`config.mk`:
```
export PLATFORM = sky130hd
export DESIGN_NAME = clk_div_monitor
export DESIGN_NICKNAME = d
export VERILOG_FILES = /design/src/rtl/clk_div_monitor.sv
export SDC_FILE = /design/constraint.sdc
export NUM_CORES = 1
export LEC_CHECK = 0
export ABC_CLOCK_PERIOD_IN_PS = 2070
export BUFFER_PORTS_ARGS = -buffer_cell sky130_fd_sc_hd__buf_2
export CAP_MARGIN = 20
export CORE_MARGIN = 2
export CORE_UTILIZATION = 50
export CTS_CLUSTER_DIAMETER = 120
export CTS_CLUSTER_SIZE = 10
export DETAILED_ROUTE_END_ITERATION = 10
export PLACE_DENSITY_LB_ADDON = 0.25
export SYNTH_ARGS = -nofsm -noshare
export SYNTH_HDL_FRONTEND = slang
export SYNTH_SLANG_ARGS = --single-unit
```
`constraint.sdc`:
```
create_clock -name i_clk -period 2.07 [get_ports i_clk]
set_input_delay 0.414 -clock i_clk [delete_from_list [all_inputs] [get_ports i_clk]]
set_output_delay 0.414 -clock i_clk [all_outputs]
set_load 0.005 [all_outputs]
```
`src/rtl/clk_div_monitor.sv`:
```
// Measures the period and high time of a register-driven divided clock in source-clock cycles.
// It declares lock on a run of periods at the expected ratio and raises sticky error and stall flags.
module clk_div_monitor #(
  parameter int unsigned CNT_W    = 8,
  parameter int unsigned LOCK_CNT = 4
) (
  input  logic             i_clk,
  input  logic             i_rst,
  input  logic             i_en,
  input  logic             i_div_clk,
  input  logic [CNT_W-1:0] i_exp_ratio,
  output logic [CNT_W-1:0] o_period,
  output logic [CNT_W-1:0] o_high,
  output logic             o_valid,
  output logic             o_locked,
  output logic             o_err,
  output logic             o_ovf
);

  typedef enum logic [1:0] {StIdle, StSync, StMeas} state_e;

  localparam logic [CNT_W-1:0] CntMax  = '1;
  localparam logic [CNT_W-1:0] CntOne  = CNT_W'(1);
  localparam logic [CNT_W-1:0] RatioMin = CNT_W'(2);
  localparam logic [3:0]       LockCnt = 4'(LOCK_CNT);

  state_e           state_q, state_d;
  logic             prev_q, prev_d;
  logic [CNT_W-1:0] cnt_q, cnt_d;
  logic [CNT_W-1:0] hcnt_q, hcnt_d;
  logic [3:0]       mcnt_q, mcnt_d;
  logic [CNT_W-1:0] period_q, period_d;
  logic [CNT_W-1:0] high_q, high_d;
  logic             valid_q, valid_d;
  logic             locked_q, locked_d;
  logic             err_q, err_d;
  logic             ovf_q, ovf_d;

  logic edge_e;
  logic match;

  assign edge_e = i_div_clk & ~prev_q;
  // A synchronous divider cannot produce a period below 2, so such ratios never match.
  assign match  = (cnt_q == i_exp_ratio) && (i_exp_ratio >= RatioMin);

  always_comb begin
    state_d  = state_q;
    prev_d   = i_div_clk;
    cnt_d    = cnt_q;
    hcnt_d   = hcnt_q;
    mcnt_d   = mcnt_q;
    period_d = period_q;
    high_d   = high_q;
    valid_d  = 1'b0;
    locked_d = locked_q;
    err_d    = err_q;
    ovf_d    = ovf_q;

    if (!i_en) begin
      state_d  = StIdle;
      prev_d   = 1'b0;
      cnt_d    = '0;
      hcnt_d   = '0;
      mcnt_d   = '0;
      locked_d = 1'b0;
      err_d    = 1'b0;
      ovf_d    = 1'b0;
    end else begin
      unique case (state_q)
        StIdle: begin
          // Keep prev low so a divider already high at enable counts as the first edge.
          prev_d  = 1'b0;
          state_d = StSync;
        end
        StSync: begin
          if (edge_e) begin
            cnt_d   = CntOne;
            hcnt_d  = CntOne;
            state_d = StMeas;
          end
        end
        StMeas: begin
          if (edge_e) begin
            period_d = cnt_q;
            high_d   = hcnt_q;
            valid_d  = 1'b1;
            cnt_d    = CntOne;
            hcnt_d   = CntOne;
            if (match) begin
              if (mcnt_q < LockCnt) mcnt_d = mcnt_q + 4'd1;
              if (mcnt_q >= LockCnt - 4'd1) locked_d = 1'b1;
            end else begin
              mcnt_d = '0;
              if (locked_q) begin
                err_d    = 1'b1;
                locked_d = 1'b0;
              end
            end
          end else if (cnt_q == CntMax) begin
            ovf_d    = 1'b1;
            locked_d = 1'b0;
            mcnt_d   = '0;
            cnt_d    = '0;
            hcnt_d   = '0;
            state_d  = StSync;
          end else begin
            cnt_d = cnt_q + CntOne;
            if (i_div_clk) hcnt_d = hcnt_q + CntOne;
          end
        end
        default: state_d = StIdle;
      endcase
    end
  end

  always_ff @(posedge i_clk or posedge i_rst) begin
    if (i_rst) begin
      state_q  <= StIdle;
      prev_q   <= 1'b0;
      cnt_q    <= '0;
      hcnt_q   <= '0;
      mcnt_q   <= '0;
      period_q <= '0;
      high_q   <= '0;
      valid_q  <= 1'b0;
      locked_q <= 1'b0;
      err_q    <= 1'b0;
      ovf_q    <= 1'b0;
    end else begin
      state_q  <= state_d;
      prev_q   <= prev_d;
      cnt_q    <= cnt_d;
      hcnt_q   <= hcnt_d;
      mcnt_q   <= mcnt_d;
      period_q <= period_d;
      high_q   <= high_d;
      valid_q  <= valid_d;
      locked_q <= locked_d;
      err_q    <= err_d;
      ovf_q    <= ovf_d;
    end
  end

  assign o_period = period_q;
  assign o_high   = high_q;
  assign o_valid  = valid_q;
  assign o_locked = locked_q;
  assign o_err    = err_q;
  assign o_ovf    = ovf_q;

endmodule
```
==> results.ini <==
[logic_synthesis]
yosysSeqAreaShare=0.492
synth_flop_cell=dfrtp_1
synth_area_per_cell_um2=10.1
synthMuxAreaShare=0.0870
synth_top_family_by_area=simple AND/OR/NAND/NOR gates
synthSimpleGateAreaFrac=0.204
synthXorXnorAreaFrac=0.0321
syn_inst=216
synthArstFlopShare=1.00
syn_area_mm2=0.00219
syn-num-nets=231
synth_compound_area_frac=0.132
synth-edff-count=0
synth_cell_types=45
synth.yosys.warnings=0
synth_fa_ha_area_frac=0.0172
synth-seq-cells=43

[route]
wl_mm=4.81
routed_via_density=5.65
post_drt_wl_per_cell_um=15.1
drtIter0Drc=114
route.detailed.drc=0
ant_nets=0
first_pass_iters=4
num_vias=1796

[pwr]
pwr-share-comb=0.119
internal-power_mw=1.18
p_total_mw=1.59
p_clk_frac=0.329
p_sw_mw=0.415
ir_drop_mv=0.414
swShare=0.260
leakage_nw=1.29
p_seq_frac=0.551
power_density_mw_per_mm2=611

[run_status]
run_status=completed

[layout]
n_fill_cell=375
seqCellArea_mm2=0.00108
multi_input_area_mm2=0.00103
layout_common_cells=dfrtp_1 (43), buf_2 (31), o21ai_0 (21)
final_common_cell=dfrtp_1
drive_above_1_share=0.308
syn_to_final_growth_pct=19.3
antenna_cells=0
fin_nets=280

[place]
place_congestion=0.906
port_buffers=31
dp_hpwl_mm=3.57

[timing]
finClkSkew_ps=5.64
tightestPinTransition_ps=519
drv_slew=0
period_share=0.926
setup_tns_ps=0
finalSetupViolCount=0
final-hold-violation-count=0
fin_crit_ps=1920
hold_ws_ps=136
grt_setup_unrepaired=false
clock.fmax_ghz=0.522
slew_headroom=0.654

[cts]
clockBufferDepth=2
post_cts_buffers=0
cts.sinks=43
ctsResizeCount=0
clkTransAtPathRegs_ps=80
root_buffer=clkbuf_8
cts_buffers=5
clk_latency_ps=290
hold_buffers=0
cts_max_level=2
cts_tree=yes

[critical_path]
crit_fanout=16
critPathArrivalTime_ps=2150
worstSetupPathType=flip-flop to flip-flop
cp.required_ps=2300
worstSetupEndpointType=flip-flop
cp-start-kind=flip-flop

[floorplan]
die_w_um=70.1
design.core.area_mm2=0.00429
row_count=24
start_util=0.509
dieArea_mm2=0.00492
die_h_um=70.1
ioPinCount=32

[global_route]
antenna_found_initial=0
grt_usage=0.218
first_global_vias=1719
grt_max_degree=17
grt.overflow.total=0
grt_pass1_wl_mm=8.23

[run]
maxCapViolations=0

[worst_hold_path]
hp-class=input pin to async pin

-- final timing paths --
path | from | endpoint | slack (ps) | depth (start not counted)
max | cnt_q[0] | hcnt_q[4] | 150 | 7
min | i_rst | cnt_q[4] | 140 | 2
max reg2reg | cnt_q[0] | hcnt_q[4] | 150 | 7
min reg2reg | o_ovf | o_ovf | 490 | 1
max in group asynchronous | i_rst | state_q[0] | 1360 | 3
min in group i_clk | o_ovf | o_ovf | 490 | 1
-- stage by stage --
| stage | utilization | area [um2] | worst slack, ps | std cells |
|---|---|---|---|---|
| after floorplan | - | 2190 | 211 | 216 |
| after global placement | 0.588 | 2520 | 240 | 310 |
| after detailed placement | 0.588 | 2520 | 183 | 310 |
| after CTS | 0.608 | 2610 | 148 | 318 |
| after global routing | 0.608 | 2610 | 12.1 | 318 |
| final | 0.608 | 2610 | 154 | 318 |
-- kinds of logic (layout without fill, tap and decap cells) --
logic type | after synthesis | count (layout)
mux | 17 | 17
flops | 43 | 43
simple gates | 80 | 80
compound gates | 47 | 47
buf+inv | 18 | 68
xor+xnor | 8 | 8
fa+ha+maj | 3 | 3
-- metal layers --
metal  routed length, um  GRT usage  part of all wire
met5                   0          0                 0
met4                  75     0.0876             0.016
met3                 199     0.0476             0.041
met2                2340      0.338              0.49
met1                2190      0.298              0.46
-- critical path: stages (launching register included) --
cell     delay [ps]
dfrtp_1         350
ha_1            240
nand4_1         180
o21ai_2         240
o31ai_2          90
buf_4           180
or4_1           470
nand3_1         100
-- flip-flops by register name, summed over array words and instances (netlist names) --
name / cells
mcnt_q: 4
o_period: 8
hcnt_q: 8
state_q: 2
prev_q: 1
o_locked: 1
o_err: 1
cnt_q: 8
o_valid: 1
o_high: 8
o_ovf: 1
-- cell type report --
class	instances	area share
Clock buffer	6	0.0278
Clock inverter	2	0.00480
Inverter	9	0.0129
Multi-Input combinational cell	155	0.395
Sequential cell	43	0.412
Tap cell	52	0.0249
Timing Repair Buffer	51	0.122
-- cell usage after synthesis, drive strengths merged (4+ instances only) --
cell	instances	share of area
nand2	15	0.029
dfrtp	43	0.49
and3	4	0.011
clkbuf	4	0.0080
o21ai	23	0.054
nor2	15	0.026
inv	9	0.015
xor2	4	0.016
nand4	4	0.011
o21a	5	0.017
buf	5	0.013
a21oi	9	0.021
mux2	16	0.082
nor3	8	0.023
nand3	11	0.025
xnor2	4	0.016
-- power by group through the flow --
stage,combinational [mW],sequential (mW),clock (mW)
finish,0.190,0.878,0.525
global route,0.212,0.882,0.583
CTS,0.193,0.878,0.547
detailed placement,0.191,0.895,0
global placement,0.188,0.894,0
floorplan,0.113,0.894,0
Note: power is estimated with default switching activity, not from simulation.
